**src/rtl/wf_pkg.sv**
```systemverilog
// Shared types and default tuning for the water flow controller.
package wf_pkg;

  typedef enum logic [2:0] {
    IDLE,
    FILLING,
    DRAINING,
    SETTLE,
    DONE,
    ERROR
  } state_t;

  localparam logic MODE_FILL  = 1'b0;
  localparam logic MODE_DRAIN = 1'b1;

  localparam int DEF_LEVEL_W       = 10;
  localparam int DEF_MAX_LEVEL     = 900;
  localparam int DEF_EMPTY_LEVEL   = 0;
  localparam int DEF_CHECK_CYCLES  = 16;
  localparam int DEF_MIN_DELTA     = 5;
  localparam int DEF_MAX_STALLS    = 4;
  localparam int DEF_SETTLE_CYCLES = 3;

endpackage

```
**src/rtl/flow_progress_monitor.sv**
```systemverilog
// Watches the level sensor over fixed windows and reports when too many
// consecutive windows showed too little movement in the active direction.
module flow_progress_monitor
  import wf_pkg::*;
#(
  parameter int LEVEL_W      = DEF_LEVEL_W,
  parameter int CHECK_CYCLES = DEF_CHECK_CYCLES,
  parameter int MIN_DELTA    = DEF_MIN_DELTA,
  parameter int MAX_STALLS   = DEF_MAX_STALLS
) (
  input  logic               clk,
  input  logic               rst,
  input  logic               enable,
  input  logic               freeze,
  input  logic               restart,
  input  logic               dir,
  input  logic [LEVEL_W-1:0] sensor,
  output logic               stall_error
);

  localparam int WIN_W   = (CHECK_CYCLES > 1) ? $clog2(CHECK_CYCLES) : 1;
  localparam int STALL_W = $clog2(MAX_STALLS + 1);

  logic [WIN_W-1:0]   win_cnt;
  logic [LEVEL_W-1:0] ref_level;
  logic [LEVEL_W-1:0] delta;
  logic [STALL_W-1:0] stall_cnt;
  logic               at_tc;
  logic               low;

  // Progress since the window start, clipped at zero when moving the wrong way.
  always_comb begin
    at_tc = (win_cnt == WIN_W'(CHECK_CYCLES - 1));
    delta = '0;
    if (dir == MODE_DRAIN) begin
      if (ref_level > sensor) delta = ref_level - sensor;
    end else begin
      if (sensor > ref_level) delta = sensor - ref_level;
    end
    low = (delta < LEVEL_W'(MIN_DELTA));
    // Flags on the very edge the last allowed stall is counted.
    stall_error = enable && !freeze && at_tc && low &&
                  (stall_cnt >= STALL_W'(MAX_STALLS - 1));
  end

  // Window/ref/stall bookkeeping; outside active phases ref simply tracks the
  // sensor so that re-entering an active phase starts from the current level.
  always_ff @(posedge clk or posedge rst) begin
    if (rst) begin
      win_cnt   <= '0;
      ref_level <= '0;
      stall_cnt <= '0;
    end else if (restart) begin
      win_cnt   <= '0;
      ref_level <= sensor;
      stall_cnt <= '0;
    end else if (freeze) begin
      win_cnt   <= win_cnt;
    end else if (enable) begin
      if (at_tc) begin
        win_cnt   <= '0;
        ref_level <= sensor;
        if (!low)
          stall_cnt <= '0;
        else if (stall_cnt != STALL_W'(MAX_STALLS))
          stall_cnt <= stall_cnt + 1'b1;
      end else begin
        win_cnt <= win_cnt + 1'b1;
      end
    end else begin
      win_cnt   <= '0;
      ref_level <= sensor;
    end
  end

endmodule

```
**src/rtl/water_flow_controller.sv**
```systemverilog
// Fill/drain sequencer: drives valve and pump, confirms the level with a
// settle window and latches an error when the level stops moving.
module water_flow_controller
  import wf_pkg::*;
#(
  parameter int LEVEL_W       = DEF_LEVEL_W,
  parameter int MAX_LEVEL     = DEF_MAX_LEVEL,
  parameter int EMPTY_LEVEL   = DEF_EMPTY_LEVEL,
  parameter int CHECK_CYCLES  = DEF_CHECK_CYCLES,
  parameter int MIN_DELTA     = DEF_MIN_DELTA,
  parameter int MAX_STALLS    = DEF_MAX_STALLS,
  parameter int SETTLE_CYCLES = DEF_SETTLE_CYCLES
) (
  input  logic               clk,
  input  logic               reset,
  input  logic               water_flow_reset,
  input  logic               water_flow_mode,
  input  logic               flow_start,
  input  logic               pause,
  input  logic [LEVEL_W-1:0] water_level_sensor,
  input  logic [LEVEL_W-1:0] water_level,
  output logic               water_valve,
  output logic               drain_pump,
  output logic               busy,
  output logic               flow_done,
  output logic               water_flow_error
);

  localparam int SET_W = $clog2(SETTLE_CYCLES + 1);

  state_t             state, state_n;
  logic               mode_q, mode_n;
  logic [LEVEL_W-1:0] target_q, target_n, clamped;
  logic [SET_W-1:0]   settle_cnt, settle_n;
  logic               goal, goal_start, start_ok, busy_state, stall_error;

  // Completion tests: against latched settings, and against the settings
  // being presented with a start request.
  always_comb begin
    clamped    = (water_level > LEVEL_W'(MAX_LEVEL)) ? LEVEL_W'(MAX_LEVEL) : water_level;
    goal_start = (water_flow_mode == MODE_DRAIN) ?
                 (water_level_sensor <= LEVEL_W'(EMPTY_LEVEL)) :
                 (water_level_sensor >= clamped);
    goal       = (mode_q == MODE_DRAIN) ?
                 (water_level_sensor <= LEVEL_W'(EMPTY_LEVEL)) :
                 (water_level_sensor >= target_q);
    busy_state = (state == FILLING) || (state == DRAINING) || (state == SETTLE);
  end

  // Next-state and latch updates; abort beats start, start beats pause.
  always_comb begin
    state_n  = state;
    mode_n   = mode_q;
    target_n = target_q;
    settle_n = settle_cnt;
    start_ok = 1'b0;
    if (water_flow_reset) begin
      state_n  = IDLE;
      settle_n = '0;
    end else if ((state == IDLE || state == DONE) && flow_start) begin
      start_ok = 1'b1;
      mode_n   = water_flow_mode;
      target_n = clamped;
      settle_n = '0;
      if (goal_start)                       state_n = SETTLE;
      else if (water_flow_mode == MODE_DRAIN) state_n = DRAINING;
      else                                  state_n = FILLING;
    end else if (!(pause && busy_state)) begin
      case (state)
        FILLING, DRAINING: begin
          if (goal) begin
            state_n  = SETTLE;
            settle_n = '0;
          end else if (stall_error) begin
            state_n = ERROR;
          end
        end
        SETTLE: begin
          if (goal) begin
            if (settle_cnt >= SET_W'(SETTLE_CYCLES - 1)) state_n = DONE;
            else settle_n = settle_cnt + 1'b1;
          end else begin
            state_n  = (mode_q == MODE_DRAIN) ? DRAINING : FILLING;
            settle_n = '0;
          end
        end
        default: state_n = state;
      endcase
    end
  end

  // State, latched settings and settle counter.
  always_ff @(posedge clk or posedge reset) begin
    if (reset) begin
      state      <= IDLE;
      mode_q     <= MODE_FILL;
      target_q   <= '0;
      settle_cnt <= '0;
    end else begin
      state      <= state_n;
      mode_q     <= mode_n;
      target_q   <= target_n;
      settle_cnt <= settle_n;
    end
  end

  // Registered outputs decoded from the upcoming state and pause.
  always_ff @(posedge clk or posedge reset) begin
    if (reset) begin
      water_valve      <= 1'b0;
      drain_pump       <= 1'b0;
      busy             <= 1'b0;
      flow_done        <= 1'b0;
      water_flow_error <= 1'b0;
    end else begin
      water_valve      <= (state_n == FILLING) && !pause;
      drain_pump       <= (state_n == DRAINING) && !pause;
      busy             <= (state_n == FILLING) || (state_n == DRAINING) || (state_n == SETTLE);
      flow_done        <= (state_n == DONE);
      water_flow_error <= (state_n == ERROR);
    end
  end

  flow_progress_monitor #(
    .LEVEL_W      (LEVEL_W),
    .CHECK_CYCLES (CHECK_CYCLES),
    .MIN_DELTA    (MIN_DELTA),
    .MAX_STALLS   (MAX_STALLS)
  ) u_monitor (
    .clk         (clk),
    .rst         (reset),
    .enable      ((state == FILLING) || (state == DRAINING)),
    .freeze      (pause),
    .restart     (start_ok || water_flow_reset),
    .dir         (mode_q),
    .sensor      (water_level_sensor),
    .stall_error (stall_error)
  );

endmodule

```
**config.mk**
```make
export PLATFORM = sky130hd
export DESIGN_NAME = water_flow_controller
export DESIGN_NICKNAME = d
export VERILOG_FILES = /design/src/rtl/wf_pkg.sv /design/src/rtl/flow_progress_monitor.sv /design/src/rtl/water_flow_controller.sv
export SDC_FILE = /design/constraint.sdc
export NUM_CORES = 1
export LEC_CHECK = 0
export CAP_MARGIN = 20
export CORE_MARGIN = 10
export CORE_UTILIZATION = 38
export CTS_BUF_LIST = sky130_fd_sc_hd__clkbuf_4 sky130_fd_sc_hd__clkbuf_8 sky130_fd_sc_hd__clkbuf_16
export CTS_CLUSTER_SIZE = 14
export DETAILED_ROUTE_END_ITERATION = 8
export PLACE_DENSITY = 0.61
export SYNTH_ARGS = -nofsm -noshare
export SYNTH_HDL_FRONTEND = slang
export SYNTH_SLANG_ARGS = --single-unit
export TNS_END_PERCENT = 30
```
**constraint.sdc**
```tcl
create_clock -name clk -period 3.6 [get_ports clk]
set_clock_uncertainty 0.1 [all_clocks]
set_input_delay 0.9 -clock clk [delete_from_list [all_inputs] [get_ports clk]]
set_output_delay 0.9 -clock clk [all_outputs]
set_load 0.02 [all_outputs]
```
==> results_dict.tcl, run 1 <==
set metrics [dict create \
    drt-initial-drc-count 109 \
    io_pins 31 \
    timing.rr.start "u_monitor.ref_level[0]" \
    grt_pass1_wl_mm 16.3 \
    r2r_cells 13 \
    critical_path_class "in2reg" \
    postSynthAreaPerCell_um2 8.32 \
    cts_hold_buf 0 \
    critical_path_required_ns 3.71 \
    cts_buffers 5 \
    cp_max_fo 4 \
    dr_total_vias 3423 \
    synth_edf_count 0 \
    finalWeightedCongestion 0.937 \
    grt_pass1_vias 3469 \
    maxCapViolCount 0 \
    cp-end-kind "flip-flop" \
    r2r_end "water_valve" \
    routed_wl_mm 9.56 \
    grt-ovfl-total 0 \
    placed_cells 620 \
    irDropWorstVdd_v 0.000300 \
    yosysUniqueCellTypes 66 \
    antenna_found_initial 0 \
    hold_depth 2 \
    clkSlewWorstSetupHoldPaths_ns 0.08 \
    ant_nets 0 \
    finalSetupViolations 0 \
    dr.pass1.iters 4 \
    dieHeight_um 117 \
    hold_path_end "target_q[8]" \
    max_clock_freq_ghz 0.285 \
    ys_warn_count 0 \
    critPathLaunchType "primary input" \
    ctsHtreeMaxLevel 2 \
    drv_slew 0 \
    status "complete, no violations" \
    tightestPinTransition_ns 0.683 \
    slew_headroom_pct 54.5 \
    rows 35 \
    die_width_um 117 \
    power_density_nw_per_um2 565 \
    cts.path.max_buffers 2 \
    via_per_inst 5.40 \
    cellLeakagePower_uw 0.00229 \
    areaGrowthSynthToFinish_pct 36.9 \
    io_buffers 30 \
    synth_area_um2 3550 \
    cts_tree "yes" \
    ys.flop_type "dfrtp_1" \
    die_area_um2 13600 \
    drcViolationCount 0 \
    grt_max_degree 39 \
    rrSetupSlack_ns 0.40 \
    async_flop_share_pct 100 \
    nNetsFinal 595 \
    root_buffer "clkbuf_8" \
    diodes 0 \
    syn-num-nets 500 \
    drive_gt1_share_pct 27.2 \
    ys_seq_area_share_pct 26.8 \
    wl_per_cell_um 15.1 \
    final_hold_viol_count 0 \
    min_path_type "reg2reg" \
    start_util_pct 38.8 \
    post-route-util_pct 53.2 \
    grtUsageTotal_pct 14.7 \
    finalNonFillerCells 634 \
    arrival_ns 3.62 \
    syn_inst 427 \
    fin_crit_sh_pct 97.6 \
    dpl.hpwl_mm 7.64 \
    clock_sinks 38 \
    coreArea_um2 9150 \
    insertion_delay_ns 0.30 \
    ys_ff_latch 38 \
    period_minus_slack_ns 3.51 \
    min_from "target_q[8]" \
]
-- registers in the layout, indices dropped and copies added (netlist names) --
| name | count |
|---|---|
| water_flow_error | 1 |
| busy | 1 |
| settle_cnt | 2 |
| u_monitor.ref_level | 10 |
| flow_done | 1 |
| drain_pump | 1 |
| state | 3 |
| u_monitor.stall_cnt | 3 |
| water_valve | 1 |
| mode_q | 1 |
| u_monitor.win_cnt | 4 |
| target_q | 10 |
-- final cells by class --
class	count	area (um^2)
inverter	49	184
fill	826	4290
multi-input combinational	324	2610
sequential	38	951
clock buffer	6	82.6
tap	111	139
timing repair buffer	104	888
clock inverter	2	12.5
-- report_power, final --
| part | total [uW] | internal (uW) | switching [uW] | leakage [uW] |
|---|---|---|---|---|
| Combinational | 1770 | 874 | 895 | 0.00175 |
| Clock | 318 | 154 | 163 | 0.0000472 |
| Sequential | 664 | 546 | 117 | 0.000488 |
-- cell families (layout without fill, tap and decap cells) --
logic type                 count (synthesis)  after routing  share of synthesized area, %
DFF                                       38             38                          26.8
adders and majority gates                 47             47                          17.0
xor gates and xnor gates                   7              7                          1.73
AOI/OAI and AO/OA                        123            123                          24.9
and+or+nand+nor                          140            140                          19.7
buffers and inverters                     65            161                          7.82
muxes                                      7              7                          2.11
-- cell usage after synthesis (2+ instances only) --
cell | instances | share of area, %
a211o_1 | 4 | 0.99
a211oi_1 | 4 | 0.85
a21boi_0 | 2 | 0.42
a21o_1 | 10 | 2.1
a21oi_1 | 23 | 3.2
a221oi_1 | 2 | 0.49
a221oi_2 | 2 | 0.85
a22oi_1 | 3 | 0.63
a31oi_1 | 5 | 0.88
and2_1 | 7 | 1.2
and3_1 | 4 | 0.70
and4_1 | 2 | 0.49
buf_2 | 6 | 0.85
buf_4 | 3 | 0.63
buf_6 | 2 | 0.63
clkbuf_1 | 5 | 0.53
dfrtp_1 | 38 | 27
fa_1 | 2 | 1.1
ha_1 | 45 | 16
inv_1 | 49 | 5.2
mux2_2 | 4 | 1.3
mux2i_1 | 3 | 0.85
nand2_1 | 41 | 4.3
nand2b_1 | 12 | 2.1
nand3_1 | 10 | 1.4
nand4_1 | 3 | 0.53
nand4b_1 | 2 | 0.49
nor2_1 | 28 | 3.0
nor2b_1 | 6 | 1.1
nor3_1 | 8 | 1.1
nor4_1 | 9 | 1.6
o211a_1 | 2 | 0.56
o211ai_1 | 3 | 0.63
o21a_1 | 4 | 0.85
o21ai_0 | 36 | 5.1
o21bai_1 | 2 | 0.42
or3_1 | 2 | 0.35
xor2_1 | 6 | 1.5
-- layer usage --
metal / global-route usage [%] / up-vias / share of wire (%)
met2: 24.5 / 64 / 48
met4: 5.11 / 0 / 2.0
met1: 19.0 / 1634 / 47
met3: 2.05 / 12 / 2.7
met5: 0 / - / 0
li1: - / 1713 / -
-- critical path, cell delays in order --
cell,delay (ns)
dlygate4sd2_1,0.26
inv_1,0.11
fa_1,0.46
a21o_1,0.21
a221oi_2,0.32
mux2i_1,0.12
a31oi_1,0.18
o211ai_2,0.13
a32oi_4,0.35
a22oi_2,0.16
buf_4,0.18
nor4b_4,0.24
-- worst max-delay path by stage --
stage | startpoint | end | slack (ns)
2_1_floorplan | water_level_sensor[0] | flow_done | 0.19
3_3_place_gp | water_level_sensor[0] | flow_done | -0.47
3_5_place_dp | water_level_sensor[0] | flow_done | -0.56
4_1_cts | water_level_sensor[0] | u_monitor.stall_cnt[2] | 0.005
5_1_grt | water_level_sensor[1] | water_valve | -0.01
6_report | water_level_sensor[1] | water_valve | 0.09
-- layout by cell type, fill, tap and decap left out, drive strengths merged, types with 2 or more instances in the layout --
cell type,n
or3,2
mux2,4
nand3,10
a221oi,4
and2,8
o211ai,4
nor2,28
a2111oi,2
dfrtp,38
dlygate4sd2,3
a31oi,6
clkbuf,7
a22oi,3
mux2i,3
buf,74
a211oi,5
o21a,4
inv,49
a21boi,3
o21bai,2
nand4,3
nor2b,6
o21ai,36
nand2b,12
nor4,9
a211o,4
and4,2
o211a,2
nand4b,2
a21oi,23
and3,4
dlymetal6s2s,7
ha,45
nand2,41
a21o,10
xor2,6
o22ai,2
nor3,8
clkdlybuf4s50,19
fa,2
-- timing repair --
| action | 4_1_cts | 5_1_grt |
|---|---|---|
| pin swaps | 8 | 24 |
| endpoints found under the hold margin | 0 | 0 |
| buffers inserted | 0 | 6 |
| setup endpoints to repair | 13 | 12 |
| resized for setup | 29 | 51 |
-- stage by stage --
step | TNS (ns) | setup slack [ns] | area (um^2) | power, uW | hold slack, ns
floorplan | 0 | 0.190 | 3550 | 1640 | 0.350
global placement | -4.53 | -0.471 | 4420 | 2170 | 0.364
detailed placement | -5.62 | -0.558 | 4420 | 2200 | 0.370
CTS | 0 | 0.00512 | 4660 | 2610 | 0.388
global route | -0.0199 | -0.0114 | 4860 | 3000 | 0.426
finish | 0 | 0.0869 | 4860 | 2750 | 0.383
(Power assumes the default switching activity.)
==> inputs of run 2 (changes only) <==
--- a/config.mk
+++ b/config.mk
@@ -5,12 +5,14 @@
 export SDC_FILE = /design/constraint.sdc
 export NUM_CORES = 1
 export LEC_CHECK = 0
+export ABC_CLOCK_PERIOD_IN_PS = 3400
 export CAP_MARGIN = 20
 export CORE_MARGIN = 10
 export CORE_UTILIZATION = 38
 export CTS_BUF_LIST = sky130_fd_sc_hd__clkbuf_4 sky130_fd_sc_hd__clkbuf_8 sky130_fd_sc_hd__clkbuf_16
 export CTS_CLUSTER_SIZE = 14
 export DETAILED_ROUTE_END_ITERATION = 8
+export HOLD_SLACK_MARGIN = 0.05
 export PLACE_DENSITY = 0.61
 export SYNTH_ARGS = -nofsm -noshare
 export SYNTH_HDL_FRONTEND = slang
==> constraint.sdc (replaced) <==
create_clock -name clk -period 3.4 [get_ports clk]
set_clock_uncertainty 0.1 [all_clocks]
set_input_delay 0.85 -clock clk [delete_from_list [all_inputs] [get_ports clk]]
set_output_delay 0.85 -clock clk [all_outputs]
set_load 0.02 [all_outputs]
==> results_dict.tcl, run 2 (synthesized netlist as in run 1, its figures left out) <==
set metrics [dict create \
    status "complete, no violations" \
    dr.pass1.iters 5 \
    areaGrowthSynthToFinish_pct 39.3 \
    setup_tns_ns 0 \
    rsz0062_at_grt "true" \
    grt_max_degree 39 \
    drv_slew 0 \
    cp-end-kind "flip-flop" \
    routed_wl_mm 9.74 \
    coreArea_um2 9150 \
    root_buffer "clkbuf_8" \
    insertion_delay_ns 0.29 \
    cts_hold_buf 0 \
    grt-ovfl-total 0 \
    die_area_um2 13600 \
    clock_sinks 38 \
    die_width_um 117 \
    diodes 0 \
    dpl.hpwl_mm 7.43 \
    fin_crit_sh_pct 98.8 \
    maxCapViolCount 0 \
    slew_headroom_pct 55.9 \
    min_path_type "reg2reg" \
    drive_gt1_share_pct 28.9 \
    critPathLaunchType "primary input" \
    wl_per_cell_um 15.2 \
    multi_input_area_um2 2640 \
    num-fill-cells 840 \
    final_cell_mix "buf_4 (73), nand2_1 (41), dfrtp_1 (38)" \
    reg_top3 "target_q: 10 flops, u_monitor.ref_level: 10 flops, u_monitor.win_cnt: 4 flops" \
    ant_nets 0 \
    ctsHtreeMaxLevel 2 \
    crit_top_cell "buf_6" \
    finalWeightedCongestion 0.985 \
    grt_pass1_vias 3458 \
    power_density_nw_per_um2 596 \
    seqCellArea_um2 951 \
    placed_cells 620 \
    arrival_ns 3.46 \
    cp_slowest_cell "a221oi_4" \
    finalNonFillerCells 640 \
    cts_tree "yes" \
    slowest_delay_ns 0.32 \
    tightestPinTransition_ns 0.661 \
    rows 35 \
    antenna_found_initial 0 \
    grt_pass1_wl_mm 16.6 \
    nNetsFinal 601 \
    clkSlewWorstSetupHoldPaths_ns 0.08 \
    final_common_cell "buf_4" \
    crit_chain "dlygate4sd2_1, buf_4, ha_1, a21o_1, a221oi_4, mux2i_1, a31oi_1, nand4b_1, a32oi_4, buf_12, buf_6, a21boi_4, buf_6, nor4_4" \
    final_hold_viol_count 0 \
    finalSetupViolations 0 \
    drcViolationCount 0 \
    critical_path_required_ns 3.50 \
    cts_buffers 5 \
    cts.path.max_buffers 2 \
    via_per_inst 5.33 \
    max_clock_freq_ghz 0.298 \
    io_pins 31 \
    period_minus_slack_ns 3.36 \
    grtUsageTotal_pct 14.8 \
    irDropWorstVdd_v 0.000436 \
    critical_path_class "in2reg" \
    cp_max_fo 4 \
    dr_total_vias 3410 \
    drt-initial-drc-count 165 \
    dieHeight_um 117 \
    io_buffers 30 \
    cellLeakagePower_uw 0.00233 \
    whs_ns 0.384 \
    start_util_pct 38.8 \
]
-- run 2: metal layers --
layer | wire [um] | up-vias | part of all wire (%) | GRT usage (%)
li1 | - | 1719 | - | -
met1 | 4730 | 1631 | 49 | 20.1
met2 | 4680 | 52 | 48 | 24.7
met3 | 230 | 8 | 2.4 | 1.64
met4 | 92 | 0 | 0.95 | 3.29
met5 | 0 | - | 0 | 0
-- run 2: timing repair --
action,in CTS,in global routing
pin swaps,27,21
endpoints found under the setup margin,13,12
gates resized for setup,68,34
cloned,0,0
setup buffers,9,5
-- run 2: area by class of cell --
type | instances | area share, %
multi-input combinational | 324 | 53.3
sequential | 38 | 19.2
timing repair buffer | 110 | 19.0
inverter | 49 | 3.82
tap | 111 | 2.81
clock buffer | 6 | 1.67
clock inverter | 2 | 0.253
-- run 2: power by group --
part	total [uW]	internal, uW	switching [uW]
Sequential	709	579	131
Clock	337	163	174
Combinational	1900	939	964
Total	2950	1680	1270
-- run 2: worst paths after layout --
check | startpoint | end | slack [ns] | cells after the start
max | water_level_sensor[3] | flow_done | 0.04 | 14
min | target_q[4] | target_q[4] | 0.38 | 2
max reg2reg | u_monitor.ref_level[0] | flow_done | 0.25 | 16
min reg2reg | target_q[4] | target_q[4] | 0.38 | 2
max in group asynchronous | reset | u_monitor.ref_level[1] | 1.94 | 3
min in group asynchronous | reset | target_q[7] | 0.88 | 3
-- run 2: through the flow --
| stage | cell area, um^2 | setup slack (ns) | util, % | power [uW] |
|---|---|---|---|---|
| floorplan | 3550 | 0.0398 | - | 1740 |
| global placement | 4410 | -0.587 | 48.2 | 2260 |
| detailed placement | 4410 | -0.742 | 48.2 | 2290 |
| CTS | 4800 | -0.0449 | 52.4 | 2860 |
| global route | 4950 | -0.110 | 54.1 | 3210 |
| finish | 4950 | 0.0416 | 54.1 | 2950 |
-- run 2: critical path, delay by kind of cell --
| kind | cells | cell delay, ns |
|---|---|---|
| AOI/OAI and AO/OA | 5 | 1.05 |
| adders and majority gates | 1 | 0.24 |
| buffers and inverters | 5 | 0.78 |
| muxes | 1 | 0.11 |
| and+or+nand+nor | 2 | 0.42 |
==> inputs of run 3 (changes only) <==
--- a/config.mk
+++ b/config.mk
@@ -7,7 +7,7 @@
 export LEC_CHECK = 0
 export ABC_CLOCK_PERIOD_IN_PS = 3400
 export CAP_MARGIN = 20
-export CORE_MARGIN = 10
+export CORE_MARGIN = 3
 export CORE_UTILIZATION = 38
 export CTS_BUF_LIST = sky130_fd_sc_hd__clkbuf_4 sky130_fd_sc_hd__clkbuf_8 sky130_fd_sc_hd__clkbuf_16
 export CTS_CLUSTER_SIZE = 14
==> results_dict.tcl, run 3 (synthesized netlist as in run 1, its figures left out) <==
set metrics [dict create \
    cts_hold_buf 0 \
    arrival_ns 3.45 \
    die_area_um2 10500 \
    io_pins 31 \
    insertion_delay_ns 0.30 \
    final_cell_mix "buf_4 (69), nand2_1 (41), inv_1 (38), dfrtp_1 (38), ha_1 (34)" \
    cp_slowest_cell "a211oi_4" \
    power.total_uw 2910 \
    cp-end-kind "flip-flop" \
    routed_wl_mm 9.56 \
    power_density_nw_per_um2 594 \
    ant_nets 0 \
    final_hold_viol_count 0 \
    finalWeightedCongestion 0.901 \
    post-route-util_pct 55.0 \
    drcViolationCount 0 \
    cts_tree "yes" \
    placed_cells 615 \
    ctsHtreeMaxLevel 2 \
    slowest_delay_ns 0.41 \
    dr.pass1.iters 4 \
    setup_tns_ns 0 \
    coreArea_um2 8890 \
    period_minus_slack_ns 3.32 \
    grt-ovfl-total 0 \
    grtUsageTotal_pct 18.3 \
    status "complete, no violations" \
    rrSetupSlack_ns 0.23 \
    io_buffers 30 \
    slew_headroom_pct 54.3 \
    irDropWorstVdd_v 0.000289 \
    final_common_cell "buf_4" \
    fin_crit_sh_pct 97.7 \
    critical_path_required_ns 3.53 \
    dieHeight_um 103 \
    dr_total_vias 3406 \
    max_clock_freq_ghz 0.301 \
    finalNonFillerCells 630 \
    start_util_pct 40.0 \
    min_path_type "reg2reg" \
    rows 34 \
    diodes 0 \
    via_per_inst 5.41 \
    clock_sinks 38 \
    crit_chain "buf_8, inv_4, ha_4, inv_2, fa_2, a21o_1, a21oi_2, mux2_2, o2111a_1, nand4b_1, a32oi_4, buf_12, a211oi_4, and4b_1" \
    tightestPinTransition_ns 0.686 \
    dpl.hpwl_mm 7.19 \
    pre_cts_ws_ns -0.683 \
    drive_gt1_share_pct 27.4 \
    worst_slack_ns 0.0797 \
    multi_input_area_um2 2610 \
    critical_path_class "in2reg" \
    grt_busiest_layer "met2" \
    seqCellArea_um2 951 \
    cp_max_fo 6 \
    reg_top3 "target_q: 10 flops, u_monitor.ref_level: 10 flops, u_monitor.win_cnt: 4 flops" \
    drt-initial-drc-count 137 \
    num-fill-cells 804 \
    critPathLaunchType "primary input" \
    cp_top_family "compound AO/OA/AOI/OAI gates" \
    clkSlewWorstSetupHoldPaths_ns 0.08 \
    cts_buffers 5 \
    drv_slew 0 \
    root_buffer "clkbuf_8" \
    antenna_found_initial 0 \
    finalSetupViolations 0 \
    grt_pass1_wl_mm 15.6 \
    wl_per_cell_um 15.2 \
    nNetsFinal 594 \
    grt_max_degree 39 \
    critical_path_buf_inv_count 4 \
    grtUsageMet2_pct 30.5 \
    rsz0062_at_grt "true" \
    met3_usage_pct 2.57 \
    cts.path.max_buffers 2 \
    grt_pass1_vias 3311 \
    maxCapViolCount 0 \
    grtUsageMet1_pct 25.2 \
    die_width_um 103 \
    areaGrowthSynthToFinish_pct 37.6 \
    cellLeakagePower_uw 0.00237 \
]
## run 3: changes by cell type in the layout (fill, tap and decap cells not counted), sizes merged
cell	previous run	this run
buf	81	74
clkbuf	6	7
clkdlybuf4s15	2	0
clkdlybuf4s50	10	12
dlygate4sd2	12	1
dlymetal6s2s	5	15
## run 3: per-stage QoR
| step | hold slack [ns] | instance area [um^2] |
|---|---|---|
| finish | 0.386 | 4890 |
| global route | 0.437 | 4890 |
| CTS | 0.391 | 4670 |
| detailed placement | 0.372 | 4390 |
| global placement | 0.361 | 4390 |
| floorplan | 0.350 | 3550 |
## run 3: worst min-delay path, stage by stage, from the launching register on
cell and delay (ns):
dfrtp_1 0.35, nand2_1 0.04, o21ai_0 0.06
## run 3: worst paths after layout
kind / startpoint / endpoint / depth (start not counted)
max: water_level_sensor[0] / drain_pump / 14
min: target_q[2] / target_q[2] / 2
min in group asynchronous: reset / target_q[9] / 3
max in group asynchronous: reset / u_monitor.ref_level[6] / 3
max reg2reg: u_monitor.ref_level[0] / water_valve / 14
min reg2reg: target_q[2] / target_q[2] / 2
## run 3: power breakdown
group | switching, uW | internal, uW | total [uW] | leakage, uW
combinational | 950 | 905 | 1860 | 0.00183
sequential | 127 | 579 | 705 | 0.000488
clock | 182 | 164 | 345 | 0.0000472
## run 3: area by class of cell
type,instances,share of cell area [%]
Tap cell,108,2.76
Timing Repair Buffer,103,18.6
Clock inverter,2,0.256
Inverter,49,3.81
Sequential cell,38,19.4
Multi-Input combinational cell,324,53.5
Clock buffer,6,1.69
## run 3: layer usage
metal	vias up	wire, um
li1	1709	-
met1	1611	4500
met2	74	4540
met4	0	155
met5	-	0
met3	12	361
## run 3: repair_timing
action                     4_1_cts  5_1_grt
pin swaps                       16       24
buffers inserted                 4        5
setup endpoints to repair       13       12
gates resized for setup         34       59
cloned                           0        0
